File: config.mk
export PLATFORM = sky130hd
export DESIGN_NAME = mips_muldiv_unit
export DESIGN_NICKNAME = d
export VERILOG_FILES = /design/src/rtl/mips_muldiv_pkg.sv /design/src/rtl/mips_muldiv_step.sv /design/src/rtl/mips_muldiv_unit.sv
export SDC_FILE = /design/constraint.sdc
export NUM_CORES = 1
export LEC_CHECK = 0
export ABC_AREA = 1
export CAP_MARGIN = 20
export CORE_ASPECT_RATIO = 1.4
export CORE_MARGIN = 10
export CORE_UTILIZATION = 40
export DETAILED_ROUTE_END_ITERATION = 6
export PLACE_DENSITY_LB_ADDON = 0.2
export SYNTH_ARGS = -nofsm -noshare
export SYNTH_HDL_FRONTEND = slang
export SYNTH_SLANG_ARGS = --single-unit
File: constraint.sdc
create_clock -name clk -period 6.8 [get_ports clk]
set_input_delay 1.36 -clock clk [delete_from_list [all_inputs] [get_ports clk]]
set_output_delay 1.36 -clock clk [all_outputs]
set_load 0.02 [all_outputs]
File: src/rtl/mips_muldiv_pkg.sv
// Shared types and helpers for the MIPS multiply/divide unit.
// The helpers operate on the widest supported operand width, and callers truncate the result.
package mips_muldiv_pkg;

   localparam int MAX_W  = 64;
   localparam int MAX_IW = $clog2(MAX_W);

   typedef enum logic [1:0] {
      MD_MULT  = 2'b00,
      MD_MULTU = 2'b01,
      MD_DIV   = 2'b10,
      MD_DIVU  = 2'b11
   } md_op_t;

   typedef enum logic [1:0] {
      IDLE = 2'd0,
      RUN  = 2'd1,
      SIGN = 2'd2
   } md_state_t;

   function automatic logic is_signed_op(input md_op_t op);
      return !op[0];
   endfunction

   // Magnitude of a w-bit value; unsigned operands pass through unchanged.
   function automatic logic [MAX_W-1:0] to_mag(input logic [MAX_W-1:0] v,
                                               input int unsigned     w,
                                               input logic            is_signed);
      logic [MAX_W-1:0] mask;
      mask = (MAX_W'(1) << w) - MAX_W'(1);
      if (is_signed && v[MAX_IW'(w - 1)])
         return (~v + MAX_W'(1)) & mask;
      return v & mask;
   endfunction

   function automatic logic [2*MAX_W-1:0] neg2w(input logic [2*MAX_W-1:0] v);
      return ~v + (2*MAX_W)'(1);
   endfunction

endpackage

File: src/rtl/mips_muldiv_step.sv
// One iteration of the multiply/divide engine: a right-shifting shift-add for multiply,
// or a left-shifting restoring subtract for divide ({remainder, quotient} in acc).
module mips_muldiv_step #(
   parameter int WIDTH = 32
) (
   input  logic [2*WIDTH-1:0] acc,
   input  logic [WIDTH-1:0]   operand,
   input  logic               is_div,
   output logic [2*WIDTH-1:0] acc_next
);

   logic [WIDTH:0] add_sum;
   logic [WIDTH:0] rem_shift;
   logic [WIDTH:0] sub_diff;

   // A set bit WIDTH in sub_diff is the borrow: divisor does not fit, restore.
   always_comb begin
      add_sum   = {1'b0, acc[2*WIDTH-1:WIDTH]} + {1'b0, operand};
      rem_shift = acc[2*WIDTH-1:WIDTH-1];
      sub_diff  = rem_shift - {1'b0, operand};
      acc_next  = '0;
      if (is_div) begin
         if (!sub_diff[WIDTH])
            acc_next = {sub_diff[WIDTH-1:0], acc[WIDTH-2:0], 1'b1};
         else
            acc_next = {rem_shift[WIDTH-1:0], acc[WIDTH-2:0], 1'b0};
      end else if (acc[0]) begin
         acc_next = {add_sum, acc[WIDTH-1:1]};
      end else begin
         acc_next = {1'b0, acc[2*WIDTH-1:1]};
      end
   end

endmodule

File: src/rtl/mips_muldiv_unit.sv
// Iterative MULT/MULTU/DIV/DIVU sequencer that owns the architectural HI/LO registers,
// services MTHI/MTLO and stalls the core while an operation is in flight.
module mips_muldiv_unit
   import mips_muldiv_pkg::*;
#(
   parameter int WIDTH = 32
) (
   input  logic             clk,
   input  logic             rst,
   input  logic             start,
   input  logic [1:0]       op,
   input  logic [WIDTH-1:0] rs_data,
   input  logic [WIDTH-1:0] rt_data,
   input  logic             hi_en,
   input  logic             lo_en,
   input  logic [WIDTH-1:0] mt_data,
   input  logic             rd_hilo,
   output logic [WIDTH-1:0] hi,
   output logic [WIDTH-1:0] lo,
   output logic             busy,
   output logic             stall,
   output logic             done,
   output logic             div_by_zero
);

   localparam int CW = $clog2(WIDTH);

   md_state_t          state, state_next;
   logic [CW-1:0]      counter;
   logic [2*WIDTH-1:0] acc, acc_next, prod_fix;
   logic [WIDTH-1:0]   operand, rs_mag, rt_mag, quot_fix, rem_fix;
   logic               is_div, neg_q, neg_r, op_signed, op_div;

   mips_muldiv_step #(.WIDTH(WIDTH)) u_step (
      .acc      (acc),
      .operand  (operand),
      .is_div   (is_div),
      .acc_next (acc_next)
   );

   // Operand magnitudes at issue and sign fix-ups applied in SIGN.
   always_comb begin
      op_signed = is_signed_op(md_op_t'(op));
      op_div    = op[1];
      rs_mag    = WIDTH'(to_mag(MAX_W'(rs_data), WIDTH, op_signed));
      rt_mag    = WIDTH'(to_mag(MAX_W'(rt_data), WIDTH, op_signed));
      prod_fix  = neg_q ? (2*WIDTH)'(neg2w((2*MAX_W)'(acc))) : acc;
      quot_fix  = neg_q ? WIDTH'(neg2w((2*MAX_W)'(acc[WIDTH-1:0]))) : acc[WIDTH-1:0];
      rem_fix   = neg_r ? WIDTH'(neg2w((2*MAX_W)'(acc[2*WIDTH-1:WIDTH]))) : acc[2*WIDTH-1:WIDTH];
   end

   assign stall = busy & (start | hi_en | lo_en | rd_hilo);

   always_comb begin
      state_next = state;
      case (state)
         IDLE:    if (start) state_next = RUN;
         RUN:     if (counter == '0) state_next = SIGN;
         SIGN:    state_next = IDLE;
         default: state_next = IDLE;
      endcase
   end

   always_ff @(posedge clk) begin
      if (rst) begin
         state <= IDLE;
         busy  <= 1'b0;
         done  <= 1'b0;
      end else begin
         state <= state_next;
         busy  <= (state_next != IDLE);
         done  <= (state == SIGN);
      end
   end

   // MT writes only land while idle; the SIGN exit later overwrites both halves.
   always_ff @(posedge clk) begin
      if (rst) begin
         hi          <= '0;
         lo          <= '0;
         div_by_zero <= 1'b0;
         counter     <= '0;
         acc         <= '0;
         operand     <= '0;
         is_div      <= 1'b0;
         neg_q       <= 1'b0;
         neg_r       <= 1'b0;
      end else begin
         case (state)
            IDLE: begin
               if (hi_en) hi <= mt_data;
               if (lo_en) lo <= mt_data;
               if (start) begin
                  is_div      <= op_div;
                  neg_q       <= op_signed & (rs_data[WIDTH-1] ^ rt_data[WIDTH-1]);
                  neg_r       <= op_signed & rs_data[WIDTH-1];
                  div_by_zero <= op_div & (rt_data == '0);
                  counter     <= CW'(WIDTH - 1);
                  acc         <= op_div ? {{WIDTH{1'b0}}, rs_mag} : {{WIDTH{1'b0}}, rt_mag};
                  operand     <= op_div ? rt_mag : rs_mag;
               end
            end
            RUN: begin
               acc <= acc_next;
               if (counter != '0) counter <= counter - CW'(1);
            end
            SIGN: begin
               if (is_div) begin
                  hi <= rem_fix;
                  lo <= quot_fix;
               end else begin
                  hi <= prod_fix[2*WIDTH-1:WIDTH];
                  lo <= prod_fix[WIDTH-1:0];
               end
            end
            default: ;
         endcase
      end
   end

endmodule

==> flow_summary_export.csv <==
group,metric,value,unit
clock_network,clock_sinks,173,
synthesis,synth_xor_area_frac,0.0298,
setup_path,max_stage_delay,0.54,ns
synthesis,synth-compound-area-share,0.197,
final_layout,final_common_cell,"nand2_1",
synthesis,yosysUniqueCellTypes,49,
clock_network,cts_made_buffers,17,
clock_network,clockBufferDepth,2,
clock_network,cts_hold_buffers,0,
placement,place_congestion,1.02,
drt,viasPerCell,5.56,
pwr,p_total,4.39,mW
global_routing,antenna_found_initial,1,
global_routing,grt_pass1_vias,20600,
sta,tightest_slew,1.09,ns
pwr,combPwrFrac,0.466,
sta,drv_slew,0,
clock_network,h-tree-depth,4,
floorplanning,die_w,199,um
synthesis,syn_inst,3269,
sta,setup_viol,0,
sta,tns,0,ns
placement,portBuffers,171,
final_layout,final_util,0.468,
sta,finalHoldViolations,0,
synthesis,yosys_warnings,0,
sta,fmax,242,MHz
drt,avgRoutedWirePerCell,20.2,um
pwr,leakage,9.81,nW
synthesis,syn_nets,3444,
sta,rsz0062_at_grt,"no",
synthesis,synth_area_leaders,"nand2_1, dfxtp_1, inv_1, a21oi_1, nand3_1",
sta,skew,0.0226,ns
pwr,power_density,212,nW/um2
synthesis,ys_ff_latch,173,
run,cap_viol_max_count,0,
run_status,status,"finished clean",
hold_path,hold_path.class,"register to register",
pwr,p_int,2.28,mW
placement,dpl.hpwl,64000,um
floorplanning,core,44200,um2
synthesis,synth_edf_count,0,
clock_network,postCtsSetupRepairBufs,0,
drt,drtAntennaViolNets,0,
setup_path,worstPathRequired,5.44,ns
clock_network,clk_pin_slew,0.08,ns
setup_path,critical_path.endpoint_type,"output pin",
pwr,vdd_drop_max,0.000202,V
final_layout,diodes,0,
sta,period_share,0.607,
global_routing,track_usage,0.285,
final_layout,syn_to_final_growth,15.4,%
clock_network,cts_tree,"built",
synthesis,syn-cell-area,17900,um2
setup_path,startpoint_type,"input port",
pwr,p_sw,2.10,mW
pwr,p_sw_frac,0.480,
floorplanning,pin_count,172,
final_layout,drive_above_1_share,0.0323,
setup_path,path_class,"input port to output pin",
synthesis,synth-simple-area-share,0.397,
global_routing,grt_pass1_wl,119000,um
pwr,power_frac_seq,0.287,
floorplanning,die_h,270,um
pwr,pwr-share-clk,0.247,
sta,slew_headroom,0.268,
global_routing,grt_max_degree,80,
drt,via_count,21900,
synthesis,ys_seq_area_frac,0.193,
synthesis,synth_top_area_share,0.207,
clock_network,clk_latency,0.48,ns
final_layout,layout.cells.most_common_list,"nand2_1, inv_1, a21oi_1",
synthesis,synth_top_family_by_area,"simple AND/OR/NAND/NOR gates",
drt,drc_errors,0,
setup_path,cp_cell_sequence,"clkdlybuf4s50_1, o41a_1, clkdlybuf4s50_1",
drt,routed_wl,79300,um
final_layout,fillers,4844,
setup_path,critPathTopFamily,"buffers and inverters",
clock_network,cts-resized-gates,0,
setup_path,path_buf_inv,2,
synthesis,yosys.area_share.adder,0.0504,
synthesis,synthMuxAreaShare,0,
synthesis,synth_area_leader_cell,"nand2_1",
floorplanning,row_count,91,
drt,first_iter_violations,1941,
setup_path,cpMostUsedCell,"clkdlybuf4s50_1",
floorplanning,start_util,0.406,
clock_network,cts_root_buffer,"clkbuf_16",
setup_path,cp_slowest_cell,"clkdlybuf4s50_1",
floorplanning,die_area,53800,um2
drt,dr.pass1.iters,6,
synthesis,syn_avg_cell_area,5.48,um2
setup_path,arrival,2.77,ns
synthesis,synthFlopType,"dfxtp_1",
final_layout,fin_nets,3533,
sta,layout_min_cycle_time,4.13,ns
setup_path,cp_max_fo,2,
global_routing,overflow,0,
synthesis,synthArstFlopShare,0,
power groups by stage:
| stage | Combinational, mW | Clock [mW] | Sequential, mW |
|---|---|---|---|
| after floorplan | 1.32 | 0 | 1.26 |
| after global placement | 1.98 | 0 | 1.28 |
| after detailed placement | 2.00 | 0 | 1.28 |
| after CTS | 2.01 | 1.09 | 1.25 |
| after global routing | 2.25 | 1.13 | 1.27 |
| final | 2.04 | 1.08 | 1.26 |
cells by family after synthesis:
group                    Yosys count
AND/OR/NAND/NOR                 1680
AO/OA/AOI/OAI                    666
buffers and inverters            618
flip-flops                       173
adder cells (fa/ha/maj)           71
XOR/XNOR                          61
area by class of cell:
type                            instances  area, um2  area share
Clock buffer                           17        425      0.0206
Sequential cell                       173       3470       0.168
Inverter                              493       1850      0.0896
Timing Repair Buffer                  195       1910      0.0922
Multi-Input combinational cell       2478      12100       0.586
Clock inverter                         15        211      0.0102
Tap cell                              558        698      0.0338
stage by stage:
stage / hold WS, ns / instance area [um2] / worst slack [ns] / std cells
2_1_floorplan: 0.444 / 17900 / 3.59 / 3269
3_3_place_gp: 0.451 / 20000 / 2.36 / 3896
3_5_place_dp: 0.459 / 20000 / 2.24 / 3896
4_1_cts: 0.470 / 20600 / 2.65 / 3928
5_1_grt: 0.486 / 20700 / 2.63 / 3929
6_report: 0.468 / 20700 / 2.67 / 3929
worst min-delay path, delay by kind of cell (launching register included):
| family | cells | cell delay, ns |
|---|---|---|
| compound gates | 1 | 0.05 |
| flops | 1 | 0.31 |
| simple gates | 1 | 0.06 |
synthesized netlist by cell type (all sizes together), types with 3 or more instances:
| cell | count |
|---|---|
| a21o | 6 |
| a21oi | 343 |
| a22oi | 4 |
| a31oi | 29 |
| and2 | 9 |
| and3 | 4 |
| buf | 23 |
| clkbuf | 102 |
| clkinv | 3 |
| dfxtp | 173 |
| ha | 69 |
| inv | 490 |
| nand2 | 998 |
| nand3 | 307 |
| nand3b | 22 |
| nand4 | 32 |
| nor2 | 252 |
| nor3 | 40 |
| nor4 | 6 |
| o211ai | 22 |
| o21ai | 239 |
| o21bai | 7 |
| o221ai | 8 |
| o22ai | 3 |
| or2 | 9 |
| xnor2 | 17 |
| xor2 | 44 |
registers in the layout, summed over array words and instances (netlist names):
signal / cells
done: 1
lo: 32
hi: 32
operand: 32
div_by_zero: 1
busy: 1
neg_q: 1
counter: 5
neg_r: 1
state: 2
acc: 64
is_div: 1
path summary, 6_finish.rpt:
check | start | cells after the start | slack [ns] | to
max | start | 3 | 2.67 | stall
max reg2reg | acc[0]$_SDFFE_PP0P_ | 16 | 3.51 | hi[22]$_SDFFE_PP0P_
min | counter[0]$_SDFFE_PP0P_ | 2 | 0.47 | counter[0]$_SDFFE_PP0P_
min reg2reg | counter[0]$_SDFFE_PP0P_ | 2 | 0.47 | counter[0]$_SDFFE_PP0P_
metal layers:
layer	global-route usage	part of all wire
met5	0	0.00047
met4	0.209	0.081
met3	0.0391	0.059
met2	0.482	0.48
met1	0.320	0.38
(Power assumes the default switching activity.)
